### config.mk
export PLATFORM = sky130hd
export DESIGN_NAME = duty_ramp_ctrl_flat
export DESIGN_NICKNAME = d
export VERILOG_FILES = /design/src/rtl/duty_ramp_ctrl_if.sv /design/src/rtl/duty_ramp_ctrl.sv /design/src/flat_wrapper.sv
export SDC_FILE = /design/constraint.sdc
export NUM_CORES = 1
export LEC_CHECK = 0
export CORE_MARGIN = 5
export CORE_UTILIZATION = 41
export DETAILED_ROUTE_END_ITERATION = 6
export GPL_ROUTABILITY_DRIVEN = 0
export REMOVE_ABC_BUFFERS = 1
export SLEW_MARGIN = 20
export SYNTH_ARGS = -nofsm -noshare
export SYNTH_HDL_FRONTEND = slang
export SYNTH_SLANG_ARGS = --single-unit
### constraint.sdc
create_clock -name Clock -period 9.3 [get_ports Clock]
set_clock_uncertainty 0.15 [all_clocks]
set_input_delay 0.93 -clock Clock [delete_from_list [all_inputs] [get_ports Clock]]
set_output_delay 0.93 -clock Clock [all_outputs]
set_load 0.01 [all_outputs]
### src/rtl/duty_ramp_ctrl_if.sv
// Signal bundle between the switch/LED board logic and the duty ramp controller.
interface duty_ramp_ctrl_if #(
  parameter int WIDTH = 8
);
  logic [WIDTH-1:0] Switches;
  logic             Hold;
  logic [WIDTH-1:0] Duty;
  logic             PeriodStart;
  logic             Ramping;
  logic             AtTarget;

  modport master (
    output Switches, Hold,
    input  Duty, PeriodStart, Ramping, AtTarget
  );

  modport slave (
    input  Switches, Hold,
    output Duty, PeriodStart, Ramping, AtTarget
  );
endinterface

### src/rtl/duty_ramp_ctrl.sv
// Debounces the slide switches into a target duty and slews Duty toward it
// one LSB at a time, only ever changing it on PWM-period boundaries.
module duty_ramp_ctrl #(
  parameter int WIDTH         = 8,
  parameter int STABLE_CYCLES = 1000000,
  parameter int STEP_PERIODS  = 4
) (
  input logic              Clock,
  input logic              Reset_n,
  duty_ramp_ctrl_if.slave  bus
);

  localparam int STAB_W = (STABLE_CYCLES > 1) ? $clog2(STABLE_CYCLES) : 1;
  localparam int STEP_W = (STEP_PERIODS > 1) ? $clog2(STEP_PERIODS) : 1;

  localparam logic [STAB_W-1:0] STAB_LAST = STAB_W'(STABLE_CYCLES - 1);
  localparam logic [STEP_W-1:0] STEP_LAST = STEP_W'(STEP_PERIODS - 1);
  localparam logic [WIDTH-1:0]  PER_LAST  = '1;

  localparam logic [0:0] ST_IDLE = 1'b0;
  localparam logic [0:0] ST_RAMP = 1'b1;

  logic [WIDTH-1:0]  r_syncMeta;
  logic [WIDTH-1:0]  r_sync;
  logic [WIDTH-1:0]  r_cand;
  logic [STAB_W-1:0] r_stabCnt;
  logic [WIDTH-1:0]  r_target;
  logic [WIDTH-1:0]  r_perCnt;
  logic              r_periodStart;
  logic [0:0]        r_state;
  logic [STEP_W-1:0] r_stepCnt;
  logic [WIDTH-1:0]  r_duty;
  logic              r_ramping;
  logic              r_atTarget;

  logic              w_tick;
  logic [WIDTH-1:0]  w_dutyNext;

  assign w_tick     = (r_perCnt == PER_LAST);
  assign w_dutyNext = (r_target > r_duty) ? (r_duty + WIDTH'(1)) : (r_duty - WIDTH'(1));

  always_ff @(posedge Clock or negedge Reset_n) begin
    if (!Reset_n) begin
      r_syncMeta <= '0;
      r_sync     <= '0;
    end else begin
      r_syncMeta <= bus.Switches;
      r_sync     <= r_syncMeta;
    end
  end

  // Any disagreement restarts the stability window; once full, target is reloaded every cycle.
  always_ff @(posedge Clock or negedge Reset_n) begin
    if (!Reset_n) begin
      r_cand    <= '0;
      r_stabCnt <= '0;
      r_target  <= '0;
    end else if (r_sync != r_cand) begin
      r_cand    <= r_sync;
      r_stabCnt <= '0;
    end else if (r_stabCnt == STAB_LAST) begin
      r_target  <= r_cand;
    end else begin
      r_stabCnt <= r_stabCnt + STAB_W'(1);
    end
  end

  always_ff @(posedge Clock or negedge Reset_n) begin
    if (!Reset_n) begin
      r_perCnt      <= '0;
      r_periodStart <= 1'b0;
    end else begin
      r_perCnt      <= r_perCnt + WIDTH'(1);
      r_periodStart <= w_tick;
    end
  end

  // Duty is written only on the tick edge so the new value lands with PeriodStart.
  always_ff @(posedge Clock or negedge Reset_n) begin
    if (!Reset_n) begin
      r_state   <= ST_IDLE;
      r_stepCnt <= '0;
      r_duty    <= '0;
    end else if (r_state == ST_IDLE) begin
      if (r_target != r_duty) begin
        r_state   <= ST_RAMP;
        r_stepCnt <= '0;
      end
    end else begin
      if (r_target == r_duty) begin
        r_state <= ST_IDLE;
      end else if (w_tick && !bus.Hold) begin
        if (r_stepCnt != STEP_LAST) begin
          r_stepCnt <= r_stepCnt + STEP_W'(1);
        end else begin
          r_stepCnt <= '0;
          r_duty    <= w_dutyNext;
          if (w_dutyNext == r_target) begin
            r_state <= ST_IDLE;
          end
        end
      end
    end
  end

  always_ff @(posedge Clock or negedge Reset_n) begin
    if (!Reset_n) begin
      r_ramping  <= 1'b0;
      r_atTarget <= 1'b1;
    end else begin
      r_ramping  <= (r_state == ST_RAMP);
      r_atTarget <= (r_state == ST_IDLE);
    end
  end

  assign bus.Duty        = r_duty;
  assign bus.PeriodStart = r_periodStart;
  assign bus.Ramping     = r_ramping;
  assign bus.AtTarget    = r_atTarget;

endmodule

### src/flat_wrapper.sv
// flat-port wrapper written by rule: the top's interface ports become plain ports
module duty_ramp_ctrl_flat 
#(
  parameter int WIDTH         = 8,
  parameter int STABLE_CYCLES = 1000000,
  parameter int STEP_PERIODS  = 4
)
  (Clock, Reset_n, bus_Switches, bus_Hold, bus_Duty, bus_PeriodStart, bus_Ramping, bus_AtTarget);
  duty_ramp_ctrl_if #(.WIDTH(WIDTH)) bus_i ();
  input logic Clock;
  input logic Reset_n;
  input wire logic [$bits(bus_i.Switches)-1:0] bus_Switches;
  input wire logic [$bits(bus_i.Hold)-1:0] bus_Hold;
  output wire logic [$bits(bus_i.Duty)-1:0] bus_Duty;
  output wire logic [$bits(bus_i.PeriodStart)-1:0] bus_PeriodStart;
  output wire logic [$bits(bus_i.Ramping)-1:0] bus_Ramping;
  output wire logic [$bits(bus_i.AtTarget)-1:0] bus_AtTarget;
  assign bus_i.Switches = bus_Switches;
  assign bus_i.Hold = bus_Hold;
  assign bus_Duty = bus_i.Duty;
  assign bus_PeriodStart = bus_i.PeriodStart;
  assign bus_Ramping = bus_i.Ramping;
  assign bus_AtTarget = bus_i.AtTarget;
  duty_ramp_ctrl #(.WIDTH(WIDTH), .STABLE_CYCLES(STABLE_CYCLES), .STEP_PERIODS(STEP_PERIODS)) u_core (.Clock(Clock), .Reset_n(Reset_n), .bus(bus_i));
endmodule
==> results.json, run 1 <==
{
  "gr-usage-met2_pct": 18.8,
  "nNetsFinal": 380,
  "cts_max_level": 3,
  "outcome": "completed",
  "yosysWarningCount": 0,
  "tritoncts": "done",
  "clkSinkCount": 74,
  "setup_viol": 0,
  "area_growth_pct": 14.1,
  "crit_chain": "inv_1 > ha_1 > nand4_1 > nor2_1 > a211o_1 > nand2_1 > inv_1 > ha_1 > o21ai_0 > a31o_2 > a221oi_1 > xor2_1 > nor4_1 > a31oi_1",
  "synth-edff-count": 0,
  "synth-main-ff-cell": "dfrtp_1",
  "syn_inst": 329,
  "overflow": 0,
  "hold_violations": 0,
  "post_synth_num_cell_types": 44,
  "synth-seq-area-share_pct": 52.3,
  "num_io_pins": 22,
  "grt_util_met1_pct": 19.5,
  "hold_path_class": "register to register",
  "synth-xor-area-share_pct": 10.0,
  "fin_ws_ns": 5.70,
  "pre_cts_ws_ns": 5.71,
  "synthArstFlopShare_pct": 100,
  "grt_pass1_wl_microns": 10800,
  "placedCellCount": 447,
  "ir_drop_uv": 106,
  "critPathKind": "register to register",
  "crit_arrival_ns": 3.65,
  "fin_tns_setup_ns": 0,
  "vias_per_cell": 5.02,
  "synthAdderAreaFrac_pct": 6.92,
  "synth_top_family_by_area": "simple AND/OR/NAND/NOR gates",
  "firstDrtPassIters": 4,
  "rsz0062_at_grt": "no",
  "postCtsResizedCells": 0,
  "rows": 34,
  "required_ns": 9.36,
  "hold_buffers": 0,
  "drcViolationCount": 0,
  "period_needed_ns": 3.60,
  "cts_buffers": 9,
  "synth_simple_gate_area_share_pct": 17.1,
  "cts_setup_buffers": 0,
  "power_density_mw_per_mm2": 147,
  "ys_seq_elements": 74,
  "crit_buf_inv": 2,
  "placed_area_sq_mm": 0.00384,
  "path_clk_slew_ns": 0.08,
  "globalRouteTotalUtil_pct": 13.0,
  "wl_per_cell_microns": 13.0,
  "finish.instance_area_sq_mm": 0.00405,
  "crit_family": "compound AO/OA/AOI/OAI gates",
  "leakagePower_nw": 1.74,
  "slew_violations": 0,
  "drt_iter0_drc": 95,
  "cts-root-buf": "clkbuf_8",
  "fmax_ghz": 0.278,
  "final_cells": 463,
  "fin_hold_ws_ns": 0.202,
  "grt.busiest_layer": "met1",
  "antenna_found_initial": 0,
  "vias": 2322,
  "synth_mux_area_share_pct": 3.39,
  "drive_gt1_share_pct": 11.0,
  "grt_pass1_vias": 2281,
  "die_h_microns": 103,
  "num-fill-cells": 804,
  "maxCapViolCount": 0,
  "relSlewSlack_pct": 40.0,
  "timing.final.crit_share_pct": 38.7,
  "slowest_stage": "a221oi_1",
  "ant_nets": 0,
  "startpoint_type": "register",
  "wirelength_microns": 6040,
  "diodes": 0,
  "layout_common_cells": "73 x dfrtp_1, 33 x nor2_1, 26 x nand2_1, 25 x xor2_1, 20 x clkdlybuf4s50_1",
  "clk_latency_ns": 0.33,
  "die_x_microns": 103,
  "core_sq_mm": 0.00859,
  "crit_path_end_kind": "register",
  "worstPathMaxFanout": 7,
  "multi_input_comb_area_sq_mm": 0.00158,
  "avgSynthCellArea_sq_um": 10.8,
  "tightest_slew_ns": 0.900,
  "dieArea_sq_mm": 0.0106,
  "use_met3_pct": 2.64,
  "start_util_pct": 41.3,
  "slowest_delay_ns": 0.41,
  "grt_max_degree": 75,
  "syn-cell-area_sq_mm": 0.00355,
  "hpwlAfterDp_microns": 4290,
  "cts_buffer_depth": 2,
  "place.port_buffers": 21,
  "synth_compound_area_share_pct": 6.99,
  "register_area_sq_mm": 0.00185,
  "mostFrequentLayoutCell": "dfrtp_1"
}
==> Yosys cell counts (2+ instances only) <==
master    number  area share [%]
a211o_1        2            0.49
a21oi_1       11             1.6
a31oi_1        2            0.35
and2_1         2            0.35
and3_1         5            0.88
and4bb_2       2            0.71
clkbuf_1      11             1.2
dfrtp_1       73              52
ha_1          18             6.4
inv_1         17             1.8
mux2_2         8             2.5
mux2_4         2            0.85
nand2_1       26             2.8
nand3_1       13             1.8
nand4_1       10             1.8
nor2_1        33             3.5
nor2b_1        2            0.35
nor3_1         4            0.56
nor4_1         6             1.1
o211ai_1       2            0.42
o21ai_0       18             2.5
or3_1          4            0.71
xnor2_1       13             3.2
xor2_1        25             6.2
==> area by class of cell <==
class / instances / area share (%)
sequential: 74 / 45.8
inverter: 17 / 1.58
timing repair buffer: 22 / 5.26
clock buffer: 11 / 3.50
multi-input combinational: 226 / 39.0
clock inverter: 5 / 1.55
tap: 108 / 3.34
==> worst register-to-register path, cell delays in order (launching register included) <==
cell      delay (ns)
dfrtp_1         0.39
inv_1           0.08
ha_1            0.32
nand4_1         0.12
nor2_1          0.32
a211o_1         0.18
nand2_1         0.11
inv_1           0.25
ha_1            0.26
o21ai_0         0.13
a31o_2          0.24
a221oi_1        0.41
xor2_1          0.12
nor4_1          0.29
a31oi_1         0.12
==> layer usage <==
metal / share of wire (%) / routed length (microns)
met1: 52 / 3140
met2: 44 / 2680
met3: 3.2 / 191
met4: 0.50 / 30
met5: 0 / 0
==> logic make-up (layout without fill, tap and decap cells) <==
| family | count (synthesis) | in the layout |
|---|---|---|
| and+or+nand+nor | 117 | 117 |
| xor gates and xnor gates | 39 | 39 |
| muxes | 10 | 10 |
| buffers and inverters | 29 | 55 |
| adders and majority gates | 19 | 19 |
| DFF | 74 | 74 |
| AOI/OAI and AO/OA | 41 | 41 |
==> metrics by stage <==
stage | total power [mW] | utilization, %
floorplan | 0.338 | -
global placement | 0.349 | 44.7
detailed placement | 0.350 | 44.7
CTS | 0.605 | 47.1
global route | 0.622 | 47.1
finish | 0.595 | 47.1
==> final timing paths <==
| kind | cells past startpoint | end | slack [ns] | from |
|---|---|---|---|---|
| setup reg to reg | 14 | u_core.r_state | 5.70 | u_core.bus.Duty[7] |
| min in group asynchronous | 2 | u_core.r_syncMeta[1] | 0.66 | Reset_n |
| hold reg to reg | 0 | u_core.r_sync[3] | 0.20 | u_core.r_syncMeta[3] |
| hold / removal | 0 | u_core.r_sync[3] | 0.20 | u_core.r_syncMeta[3] |
| setup / recovery | 14 | u_core.r_state | 5.70 | u_core.bus.Duty[7] |
| max in group asynchronous | 2 | u_core.r_stabCnt[9] | 7.76 | Reset_n |
==> flip-flops by register name, indices dropped and copies added, names as in the netlist <==
signal,cells
u_core.r_cand,8
u_core.bus.Ramping,1
u_core.r_target,8
u_core.bus.PeriodStart,1
u_core.bus.AtTarget,1
u_core.r_stabCnt,20
u_core.r_state,1
u_core.r_perCnt,8
u_core.r_sync,8
u_core.bus.Duty,8
u_core.r_stepCnt,2
u_core.r_syncMeta,8
==> power breakdown <==
group	switching [mW]	total [mW]	internal (mW)
registers	0.00278	0.330	0.327
logic	0.00766	0.0130	0.00529
clock network	0.120	0.253	0.133
Note: power is estimated with default switching activity, not from simulation.
==> inputs of run 2 (changes only) <==
==> constraint.sdc (replaced) <==
create_clock -name Clock -period 2.9 [get_ports Clock]
set_clock_uncertainty 0.15 [all_clocks]
set_input_delay 0.29 -clock Clock [delete_from_list [all_inputs] [get_ports Clock]]
set_output_delay 0.29 -clock Clock [all_outputs]
set_load 0.01 [all_outputs]
==> run 2 against run 1 <==
The flow now finishes with violations (setup timing). Critical path depth unchanged. Design area up 13%. Register-to-register slack worse by 5.9 ns. Worst hold slack got worse by 0.0015 ns. Largest power group unchanged. Maximum frequency grew 16%. Critical path type unchanged. Critical endpoint is now u_core.bus.Duty[7]. Clock power rose to 3.2 times the previous value. Highest routed layer unchanged.
==> results.json, run 2 (synthesis gave the netlist of run 1 again) <==
{
  "top_register": "u_core.r_stabCnt",
  "layout_common_cells": "73 x dfrtp_1, 35 x buf_4, 32 x nor2_1, 24 x nand2_1, 23 x xor2_1",
  "relSlewSlack_pct": 73.7,
  "ir_drop_uv": 399,
  "ant_nets": 0,
  "firstDrtPassIters": 4,
  "cts_buffers": 9,
  "drcViolationCount": 0,
  "power_frac_comb_pct": 2.3,
  "placed_area_sq_mm": 0.00412,
  "cp-endpoint": "u_core.bus.Duty[7]",
  "dieArea_sq_mm": 0.0106,
  "clk_latency_ns": 0.34,
  "maxCapViolCount": 0,
  "cts_buffer_depth": 2,
  "tightest_slew_ns": 0.394,
  "rsz0062_at_grt": "yes",
  "hold_path_class": "register to register",
  "fin_ws_ns": -0.196,
  "slowest_stage": "dfrtp_1",
  "die_h_microns": 103,
  "startpoint_type": "register",
  "die_x_microns": 103,
  "cp_common_cell": "a211o_1",
  "drive_gt1_share_pct": 25.3,
  "grt_pass1_vias": 2484,
  "crit_chain": "inv_1 > ha_1 > nand4_1 > nor2_2 > a211o_1 > nand2_4 > inv_8 > ha_4 > nand3_4 > a31o_4 > a211o_1 > a21o_2 > a21oi_2 > xnor2_1",
  "fmax_ghz": 0.323,
  "cts_max_level": 3,
  "power_density_mw_per_mm2": 422,
  "leakagePower_nw": 1.97,
  "area_growth_pct": 28.5,
  "intPower_mw": 1.50,
  "vias_per_cell": 5.01,
  "overflow": 0,
  "reg2regPathDepth": 14,
  "core_sq_mm": 0.00859,
  "finish.instance_area_sq_mm": 0.00456,
  "path_clk_slew_ns": 0.08,
  "start_util_pct": 41.3,
  "r2r-end": "u_core.bus.Duty[7]",
  "crit_family": "compound AO/OA/AOI/OAI gates",
  "hpwlAfterDp_microns": 4530,
  "report.power.total_mw": 1.92,
  "num_io_pins": 22,
  "vias": 2505,
  "grt_pass1_wl_microns": 11400,
  "crit_path_end_kind": "register",
  "mostFrequentLayoutCell": "dfrtp_1",
  "period_needed_ns": 3.10,
  "place.port_buffers": 21,
  "critPathKind": "register to register",
  "crit_arrival_ns": 3.20,
  "rr_startpoint": "u_core.bus.Duty[3]",
  "outcome": "complete, but fails checks",
  "wl_per_cell_microns": 13.1,
  "num-fill-cells": 770,
  "p_seq_share_pct": 55.0,
  "hold_violations": 0,
  "switching_share_pct": 22.1,
  "clkSinkCount": 74,
  "slowest_delay_ns": 0.35,
  "required_ns": 3.00,
  "globalRouteTotalUtil_pct": 13.8,
  "timing.final.crit_share_pct": 107,
  "largest_reg_flops": 20,
  "crit_buf_inv": 2,
  "rows": 34,
  "cp.depth": 14,
  "diodes": 0,
  "grt_max_degree": 75,
  "cts-root-buf": "clkbuf_8",
  "drt_iter0_drc": 57,
  "power.switching_mw": 0.424,
  "setup_viol": 3,
  "slew_violations": 0,
  "startpoint": "u_core.bus.Duty[3]",
  "nNetsFinal": 417,
  "violations": "setup timing",
  "power_frac_clock_pct": 42.7,
  "r2r_slack_ns": -0.20,
  "pre_cts_ws_ns": -0.506,
  "wirelength_microns": 6550,
  "antenna_found_initial": 0,
  "worstPathMaxFanout": 7,
  "tritoncts": "done"
}
run 2: cell types whose count changed in the layout (fill, tap and decap cells not counted), sizes merged:
cell,before,now
inv,18,19
dlygate4sd3,0,1
clkinvlp,2,1
clkbuf,11,10
buf,2,38
clkinv,1,2
run 2: how the worst min path moves through the flow:
stage                               startpoint              endpoint  slack [ns]  cells after the start
after detailed placement  u_core.r_syncMeta[0]      u_core.r_sync[0]        0.18                      0
final                     u_core.r_syncMeta[4]      u_core.r_sync[4]        0.20                      0
after CTS                 u_core.r_syncMeta[4]      u_core.r_sync[4]        0.20                      0
after floorplan                        Reset_n    u_core.bus.Duty[0]       -0.16                      0
after global placement    u_core.r_syncMeta[0]      u_core.r_sync[0]        0.18                      0
after global routing           bus_Switches[3]  u_core.r_syncMeta[3]        0.20                      1
run 2: power by group through the flow:
| stage | registers [mW] | logic, mW | clock network [mW] |
|---|---|---|---|
| after global routing | 1.06 | 0.0525 | 0.909 |
| after global placement | 1.08 | 0.0455 | 0 |
| final | 1.06 | 0.0449 | 0.820 |
| after CTS | 1.06 | 0.0474 | 0.853 |
| after detailed placement | 1.08 | 0.0459 | 0 |
| after floorplan | 1.08 | 0.00823 | 0 |
run 2: what timing repair did:
action	in CTS	in global routing
hold endpoints to repair	73	0
gates resized for setup	22	15
setup endpoints to repair	6	5
hold buffers	1	0
setup buffers	1	0
pin swaps	3	5
run 2: stage by stage:
step	util [%]	hold slack, ns	std cells	setup TNS [ns]
floorplan	-	-0.156	317	-0.642
global placement	47.9	0.182	482	-0.997
detailed placement	47.9	0.185	482	-1.38
CTS	52.2	0.203	500	-0.362
global route	53.0	0.196	500	-1.24
finish	53.0	0.200	500	-0.393
run 2: cell type report:
type	instances	area, sq um	area share (%)
timing repair buffer	59	509	11.2
clock inverter	6	72.6	1.59
tap	108	135	2.96
multi-input combinational	226	1780	39.0
inverter	17	71.3	1.56
sequential	74	1850	40.7
clock buffer	10	138	3.02
run 2: routing by layer:
layer  wire [microns]  vias to the layer above  global-route usage, %
met5                0                        -                      0
met4              122                        0                   5.48
met3              248                        8                   3.79
met2             2910                       42                   20.2
met1             3270                     1203                   19.3
li1                 -                     1252                      -
